--- src/rtl/feature_frame_packer_pkg.sv ---
// Shared definitions for the feature frame packer.
//   N_FEAT_DEF      - features per frame
//   FEAT_W_DEF      - bits per feature
//   FLAT_W_DEF      - width of the packed frame (N_FEAT_DEF * FEAT_W_DEF)
//   ANOM_THRESH_DEF - default anomaly threshold (feature >= threshold flags)
//   state_t         - frame packer control states
package feature_frame_packer_pkg;

  localparam int unsigned    N_FEAT_DEF      = 80;
  localparam int unsigned    FEAT_W_DEF      = 8;
  localparam int unsigned    FLAT_W_DEF      = N_FEAT_DEF * FEAT_W_DEF;
  localparam logic [7:0]     ANOM_THRESH_DEF = 8'hF0;

  // FILL : accepting bytes into the assembly buffer
  // PEND : frame complete, waiting for the output slot to free up
  // DRAIN: discarding the tail of an over-long frame until in_last
  typedef enum logic [1:0] {
    FILL  = 2'd0,
    PEND  = 2'd1,
    DRAIN = 2'd2
  } state_t;

endpackage

--- src/rtl/feature_frame_packer_anomaly_scan.sv ---
// feature_anomaly_scan: per-byte threshold compare with a sticky OR that
// spans one frame. Only instantiated when FEATURE_ANOMALY_DETECT_EN is set.
// Ports:
//   clk, rst  - clock, asynchronous active-high reset
//   data      - feature byte under inspection
//   sample    - data is an accepted byte of the current frame
//   clear     - frame handed to the output; restart the sticky OR
//   hit       - frame-so-far anomaly, including the byte on data this cycle
module feature_anomaly_scan
  import feature_frame_packer_pkg::*;
#(
  parameter int unsigned       FEAT_W = FEAT_W_DEF,
  parameter logic [FEAT_W-1:0] THRESH = FEAT_W'(ANOM_THRESH_DEF)
) (
  input  logic              clk,
  input  logic              rst,
  input  logic [FEAT_W-1:0] data,
  input  logic              sample,
  input  logic              clear,
  output logic              hit
);

  logic sticky;
  logic byte_hit;

  assign byte_hit = sample && (data >= THRESH);
  // The completing byte is seen in the same cycle the frame is loaded,
  // so it must reach hit combinationally rather than via sticky.
  assign hit = sticky || byte_hit;

  always_ff @(posedge clk or posedge rst) begin
    if (rst) begin
      sticky <= 1'b0;
    end else if (clear) begin
      sticky <= 1'b0;
    end else if (byte_hit) begin
      sticky <= 1'b1;
    end
  end

endmodule

--- src/rtl/feature_frame_packer.sv ---
// feature_frame_packer: assembles a stream of feature bytes into one wide
// frame register with a single-entry output slot and valid/ready handshake.
// Short frames are zero-padded, long frames are truncated and their tail
// drained; both raise a one-cycle frame_err pulse.
// Build option: define FEATURE_ANOMALY_DETECT_EN to build the anomaly
// compare; otherwise anomaly_flag is tied to 0.
// Ports:
//   clk, rst                  - clock, asynchronous active-high reset
//   in_data/in_valid/in_last  - input byte stream, in_ready accepts
//   label_in/label_in_valid   - frame label, sampled on accepted bytes
//   features_out_flat         - packed frame, feature i at [8i+7:8i]
//   label_out/label_out_valid - latest label seen during the frame
//   out_valid/out_ready       - output slot handshake
//   anomaly_flag              - any emitted feature >= ANOM_THRESH
//   frame_err                 - one-cycle pulse on short or long frame
module feature_frame_packer
  import feature_frame_packer_pkg::*;
#(
  parameter int unsigned N_FEAT      = N_FEAT_DEF,
  parameter int unsigned FEAT_W      = FEAT_W_DEF,
  parameter int unsigned ANOM_THRESH = ANOM_THRESH_DEF
) (
  input  logic                     clk,
  input  logic                     rst,
  input  logic [FEAT_W-1:0]        in_data,
  input  logic                     in_valid,
  input  logic                     in_last,
  output logic                     in_ready,
  input  logic [FEAT_W-1:0]        label_in,
  input  logic                     label_in_valid,
  output logic [N_FEAT*FEAT_W-1:0] features_out_flat,
  output logic [FEAT_W-1:0]        label_out,
  output logic                     label_out_valid,
  output logic                     out_valid,
  input  logic                     out_ready,
  output logic                     anomaly_flag,
  output logic                     frame_err
);

  localparam int unsigned      FLAT_W   = N_FEAT * FEAT_W;
  localparam int unsigned      IDX_W    = $clog2(N_FEAT);
  localparam logic [IDX_W-1:0] LAST_IDX = IDX_W'(N_FEAT - 1);

  if (ANOM_THRESH >= (32'd1 << FEAT_W)) begin : g_thresh_range
    $error("ANOM_THRESH does not fit in FEAT_W bits");
  end

  state_t             state;
  logic [IDX_W-1:0]   idx;
  logic [FLAT_W-1:0]  asm_buf;
  logic [FEAT_W-1:0]  asm_label;
  logic               asm_label_valid;
  logic               pend_drain;

  logic               hs;
  logic               fill_hs;
  logic               slot_free;
  logic               frame_done;
  logic               frame_bad;

  logic [FLAT_W-1:0]  asm_with_byte;
  logic [FEAT_W-1:0]  label_next;
  logic               label_valid_next;
  logic               load;
  logic [FLAT_W-1:0]  load_feat;
  logic [FEAT_W-1:0]  load_label;
  logic               load_label_valid;

  // PEND is the only state that refuses bytes; reset forces it low too.
  assign in_ready   = !rst && (state != PEND);
  assign hs         = in_valid && in_ready;
  assign fill_hs    = hs && (state == FILL);
  assign slot_free  = !out_valid || out_ready;
  assign frame_done = fill_hs && (in_last || (idx == LAST_IDX));
  // Exactly one of "in_last" and "buffer full" means short or long frame.
  assign frame_bad  = fill_hs && (in_last != (idx == LAST_IDX));

  always_comb begin
    // NOTE: every signal gets a default before any branch so no path leaves
    // one unassigned, which would otherwise infer a latch.
    asm_with_byte    = asm_buf;
    asm_with_byte[FEAT_W*int'(idx) +: FEAT_W] = in_data;
    label_next       = label_in_valid ? label_in : asm_label;
    label_valid_next = asm_label_valid || label_in_valid;

    load             = 1'b0;
    load_feat        = asm_buf;
    load_label       = asm_label;
    load_label_valid = asm_label_valid;

    if (state == PEND) begin
      load = slot_free;
    end else if (frame_done) begin
      // Bypass the completing byte and label straight into the slot.
      load             = slot_free;
      load_feat        = asm_with_byte;
      load_label       = label_next;
      load_label_valid = label_valid_next;
    end
  end

  // NOTE: sequential state uses non-blocking assignments only, so every
  // flop samples the pre-edge values regardless of statement order.
  always_ff @(posedge clk or posedge rst) begin
    if (rst) begin
      state             <= FILL;
      idx               <= '0;
      // NOTE: the assembly buffer is a flop vector, so it can take the async
      // reset directly; it is also cleared at every frame start below.
      asm_buf           <= '0;
      asm_label         <= '0;
      asm_label_valid   <= 1'b0;
      pend_drain        <= 1'b0;
      features_out_flat <= '0;
      label_out         <= '0;
      label_out_valid   <= 1'b0;
      out_valid         <= 1'b0;
      frame_err         <= 1'b0;
    end else begin
      frame_err <= frame_bad;

      // Output slot: a reload in the same cycle as an unload keeps valid high.
      if (load) begin
        features_out_flat <= load_feat;
        label_out         <= load_label;
        label_out_valid   <= load_label_valid;
        out_valid         <= 1'b1;
      end else if (out_ready) begin
        out_valid <= 1'b0;
      end

      case (state)
        FILL: begin
          if (fill_hs) begin
            if (!frame_done) begin
              asm_buf         <= asm_with_byte;
              asm_label       <= label_next;
              asm_label_valid <= label_valid_next;
              idx             <= idx + 1'b1;
            end else if (slot_free) begin
              asm_buf         <= '0;
              asm_label       <= '0;
              asm_label_valid <= 1'b0;
              idx             <= '0;
              state           <= in_last ? FILL : DRAIN;
            end else begin
              // Park the finished frame until the slot frees up.
              asm_buf         <= asm_with_byte;
              asm_label       <= label_next;
              asm_label_valid <= label_valid_next;
              idx             <= '0;
              pend_drain      <= !in_last;
              state           <= PEND;
            end
          end
        end
        PEND: begin
          if (slot_free) begin
            asm_buf         <= '0;
            asm_label       <= '0;
            asm_label_valid <= 1'b0;
            state           <= pend_drain ? DRAIN : FILL;
          end
        end
        DRAIN: begin
          if (hs && in_last) begin
            state <= FILL;
          end
        end
        default: state <= FILL;
      endcase
    end
  end

`ifdef FEATURE_ANOMALY_DETECT_EN
  logic anom_hit;

  feature_anomaly_scan #(
    .FEAT_W (FEAT_W),
    .THRESH (ANOM_THRESH[FEAT_W-1:0])
  ) u_anomaly_scan (
    .clk    (clk),
    .rst    (rst),
    .data   (in_data),
    .sample (fill_hs),
    .clear  (load),
    .hit    (anom_hit)
  );

  // Registered alongside the frame so it always describes the slot contents.
  always_ff @(posedge clk or posedge rst) begin
    if (rst) begin
      anomaly_flag <= 1'b0;
    end else if (load) begin
      anomaly_flag <= anom_hit;
    end
  end
`else
  assign anomaly_flag = 1'b0;
`endif

endmodule
--- config.mk ---
export PLATFORM = sky130hd
export DESIGN_NAME = feature_frame_packer
export DESIGN_NICKNAME = d
export VERILOG_FILES = /design/src/rtl/feature_frame_packer_pkg.sv /design/src/rtl/feature_frame_packer_anomaly_scan.sv /design/src/rtl/feature_frame_packer.sv
export SDC_FILE = /design/constraint.sdc
export NUM_CORES = 2
export LEC_CHECK = 0
export CAP_MARGIN = 5
export CELL_PAD_IN_SITES_DETAIL_PLACEMENT = 1
export CELL_PAD_IN_SITES_GLOBAL_PLACEMENT = 1
export CORE_ASPECT_RATIO = 2
export CORE_MARGIN = 8
export CORE_UTILIZATION = 45
export CTS_CLUSTER_SIZE = 12
export DETAILED_ROUTE_END_ITERATION = 8
export DONT_BUFFER_PORTS = 1
export PLACE_DENSITY_LB_ADDON = 0.08
export SYNTH_ARGS = -nofsm -noshare
export SYNTH_HDL_FRONTEND = slang
export SYNTH_SLANG_ARGS = --single-unit
--- constraint.sdc ---
create_clock -name clk -period 45 [get_ports clk]
set_clock_uncertainty 0.2 [all_clocks]
set_input_delay 9 -clock clk [delete_from_list [all_inputs] [get_ports clk]]
set_output_delay 9 -clock clk [all_outputs]
set_load 0.01 [all_outputs]
---- Word-level counts from Yosys, hierarchy flattened ----
Cells that the tools add are included.
operators by class
  eq/ne operators ......................... 9
  reduce and logical (&&, ||, !) cells .... 19
  shift-type cells ........................ 2
  bitwise gates (word level) .............. 1
  add/subtract/negate cells ............... 2
  mux-type cells .......................... 36
operators with widths
  kind                                                    number
  2-to-1 mux 640 bit                                      6
  one-hot mux 640 bit (2 select lines)                    1
  bitwise mux 640 bit                                     1
  variable shift 8 x 34 -> 640 bit, first input constant  1
  indexed part select 8 x 34 -> 640 bit                   1
  2-to-1 mux 8 bit                                        7
  negator 10 -> 34 bit                                    1
  one-hot mux 8 bit (2 select lines)                      1
  2-to-1 mux 2 bit                                        7
  2-to-1 mux 1 bit                                        10
  inequality test 2 bit, second input constant            4
  AND reduction 4 bit                                     2
  adder 7 x 1 -> 7 bit, second input constant             1
  == test 7 bit, second input constant                    1
  2-to-1 mux 7 bit                                        1
  logical AND 1 bit                                       6
  one-hot mux 2 bit (3 select lines)                      1
  nonzero test 2 bit                                      2
  zero test 1 bit                                         3
  logical OR 1 bit                                        3
  AND reduction 3 bit                                     1
  == test 2 x 1 -> 1 bit, second input constant           1
  == test 2 bit, second input constant                    1
  zero test 2 bit                                         1
  other kinds (5)                                         5
word-level totals
  output and inout bits ................... 653
  register bits after elaboration ......... 1310
  word-level logic and storage cells ...... 80

---- Logic depth before layout (Yosys ltp) ----
  word-level depth ........................ 8
  depth in mapped cells ................... 15
  mapped depth without buffers ............ 10

---- Least setup slack after synthesis ----
Ideal clock, no wire load.
  kind .................................... in2out
  start ................................... input port rst
  end ..................................... output port in_ready
  arrival ................................. 9169 ps
  cell stages on the path ................. 1
  required time ........................... 35800 ps
  setup slack ............................. 26631 ps
  buffers on the path ..................... 0
  path through ............................ nor2_1
between the ends
  cells in the longest elaborated chain, start to end .. 2
ends and longest elaborated chain
  item                              line                        text
  start: declaration                feature_frame_packer.sv:24  input logic rst,
  zero test 1 bit (no source line)  n/a
  logical AND 1 bit                 feature_frame_packer.sv:70  assign in_ready = !rst && (state != PEND);
  end: declaration                  feature_frame_packer.sv:28  output logic in_ready,
No other way between the ends.

---- Worst setup path in the final report ----
Same ends and word-level chain as after synthesis.

==> metrics.yaml <==
outcome: "completed"
ys_ff_latch: 1310
rsz0062_at_grt: "false"
cp.arrival_ns: 9.20
path_cells: "nor2_1"
hold_path.class: "reg2reg"
avgSynthCellArea_um2: 10.8
critPathMaxStageDelay_ns: 0.20
nNetsFinal: 5124
synth_area_mm2: 0.0557
cts.sinks: 1310
fill_cells: 13010
io-pin-count: 675
slowest_stage: "nor2_1"
critPathCaptureType: "output pin"
crit_path_start_kind: "input port"
drc: 0
max_freq_ghz: 0.0544
synthArstFlopShare_pct: 100
cts.repair.resized: 0
ant_nets: 0
via_count: 45201
crit_fanout: 5
port_buffers: 0
clock_tree.root_cell: "clkbuf_16"
clk_pin_slew_worst_paths_ns: 0.07
grt_pass1_wl_um: 354000
layout_min_cycle_time_ns: 18.40
regArea_mm2: 0.0328
cp.buffers_inverters: 0
core_area_mm2: 0.123
fin_cells: 6709
layout-drive-gt1-share_pct: 10.5
setup_viol: 0
multiInputGateArea_mm2: 0.0215
fin_area_mm2: 0.0613
finalPower_mw: 3.42
fin_crit_sh_pct: 40.9
clk_latency_ns: 0.77
required_ns: 35.80
ys_types: 80
hold_violations: 0
maxCapViolCount: 0
dpl_worst_slack_ns: 26.60
syn_inst: 5162
viasPerCell: 6.74
post-cts-setup-buffers: 0
fin_setup_tns_ns: 0
grt.overflow.total: 0
grt_pass1_vias: 48311
wl_per_cell_um: 36.5
yosysWarnings: 0
first_pass_iters: 5
setup_ws_ns: 26.60
powerDensity_mw_per_mm2: 55.7
drt_iter0_drc: 3437
leakagePower_nw: 24.8
start_util_pct: 45.3
htreeDepth: 4
synth.net_count: 5188
dieArea_mm2: 0.136
antenna_found_initial: 5
critical_path.top_delay_family: "simple AND/OR/NAND/NOR gates"
hpwl_um: 176000
grt.total_usage_pct: 35.4
cts_hold_buffers: 0
post_dp_cell_area_mm2: 0.0575
cts_tree: "built"
syn_to_final_growth_pct: 10.0
irDropWorstVdd_v: 0.0000387
worst_pin_slew_ns: 1.42
drt-total-wl_um: 245000
die_w_um: 265
place_congestion: 0.920
synth_edf_count: 0
grt_max_degree: 198
placed_cells_incl_taps: 6529
maxSlewHeadroom_pct: 4.55
clockBufferDepth: 3
slew_violations: 0
rows: 182
criticalPathCategory: "in2out"
cts_made_buffers: 131
synthFlopType: "dfrtp_1"
die_y_um: 514
ys_seq_area_share_pct: 58.8
## flip-flops by register name, indices dropped and copies added (netlist names)
register and count:
asm_label 8, frame_err 1, idx 7, pend_drain 1, label_out_valid 1, label_out 8
state 2, features_out_flat 640, asm_label_valid 1, asm_buf 640, out_valid 1
## metal layers
| metal | track usage [%] | share of wire, % |
|---|---|---|
| met1 | 37.7 | 34 |
| met2 | 59.0 | 48 |
| met3 | 13.6 | 10 |
| met4 | 21.9 | 7.2 |
| met5 | 0 | 0.0045 |
## cells by family after synthesis
logic type | after synthesis | synth area share (%)
and+or+nand+nor | 1516 | 12.0
DFF | 1310 | 58.8
muxes | 85 | 1.53
adders and majority gates | 4 | 0.0898
buffers and inverters | 408 | 2.91
AOI/OAI and AO/OA | 1831 | 24.5
xor gates and xnor gates | 7 | 0.110
other | 1 | 0.00673
## layout make-up
type / instances / share of cell area [%]
Multi-Input combinational cell: 3444 / 35.1
Inverter: 102 / 0.631
Antenna cell: 3 / 0.0122
Clock buffer: 162 / 5.90
Tap cell: 1564 / 3.19
Timing Repair Buffer: 109 / 1.40
Sequential cell: 1310 / 53.5
Clock inverter: 15 / 0.327
## path summary, 6_finish.rpt
check                                         from                                 end  slack [ns]  depth (start not counted)
max                                            rst                            in_ready       26.60                          1
min                        asm_buf[98]$_DFFE_PP0P_             asm_buf[98]$_DFFE_PP0P_        0.28                          2
max reg2reg                     idx[4]$_DFFE_PP0P_  features_out_flat[379]$_DFFE_PP0P_       39.11                         11
min reg2reg                asm_buf[98]$_DFFE_PP0P_             asm_buf[98]$_DFFE_PP0P_        0.28                          2
max in group asynchronous                      rst            asm_buf[462]$_DFFE_PP0P_       31.79                          6
min in group asynchronous                      rst            asm_buf[437]$_DFFE_PP0P_        8.11                          1
## synth_stat cells (37+ instances only)
cell type     n  area, um2
a22o_1      196       1720
nor3_1      140        701
buf_2        44        220
inv_1       102        383
o21ai_1      42        210
a32o_1       45        450
dfrtp_1    1310      32800
a211oi_1    157       1180
a31oi_1      37        231
mux2i_1      84        841
nor2_1      437       1640
clkbuf_1    228        856
nand2_1     658       2470
a21oi_1     218       1090
o21ai_0     308       1540
nand3_1     125        626
o22ai_1     192       1200
o221a_2     163       1840
o2bb2ai_1   328       2870
## placed cells by master (no fill, tap or decap), drive strengths merged, types with 5 or more instances in the layout
| master | n |
|---|---|
| a221o | 8 |
| clkinv | 5 |
| a32o | 45 |
| a21oi | 224 |
| nand3 | 125 |
| o31ai | 25 |
| o32ai | 10 |
| nand2 | 659 |
| o211ai | 6 |
| nand2b | 23 |
| a311oi | 29 |
| a22o | 196 |
| inv | 109 |
| nor2b | 8 |
| o2bb2ai | 328 |
| mux2i | 84 |
| o22ai | 193 |
| dfrtp | 1310 |
| o21ai | 353 |
| nor4 | 13 |
| a22oi | 6 |
| nor3 | 169 |
| and3 | 23 |
| buf | 109 |
| a2bb2oi | 5 |
| clkbuf | 162 |
| a31oi | 37 |
| and2 | 20 |
| nor2 | 442 |
| nand4 | 8 |
| a211oi | 157 |
| o221a | 171 |
| or3 | 12 |
| a221oi | 15 |
## where the power goes
part / switching [mW] / leakage [nW] / internal [mW] / total (mW)
Clock: 0.478 / 1.88 / 0.574 / 1.05
Sequential: 0.320 / 17.3 / 1.35 / 1.67
Combinational: 0.482 / 5.63 / 0.207 / 0.689
Total: 1.28 / 24.8 / 2.14 / 3.42
## metrics by stage
stage | hold WS, ns | util (%)
after CTS | 0.284 | 49.8
after global routing | 0.294 | 49.8
final | 0.280 | 49.9
after detailed placement | 0.271 | 46.7
after global placement | 0.262 | 46.7
after floorplan | 0.244 | -
Power figures use the tool's default switching activity.
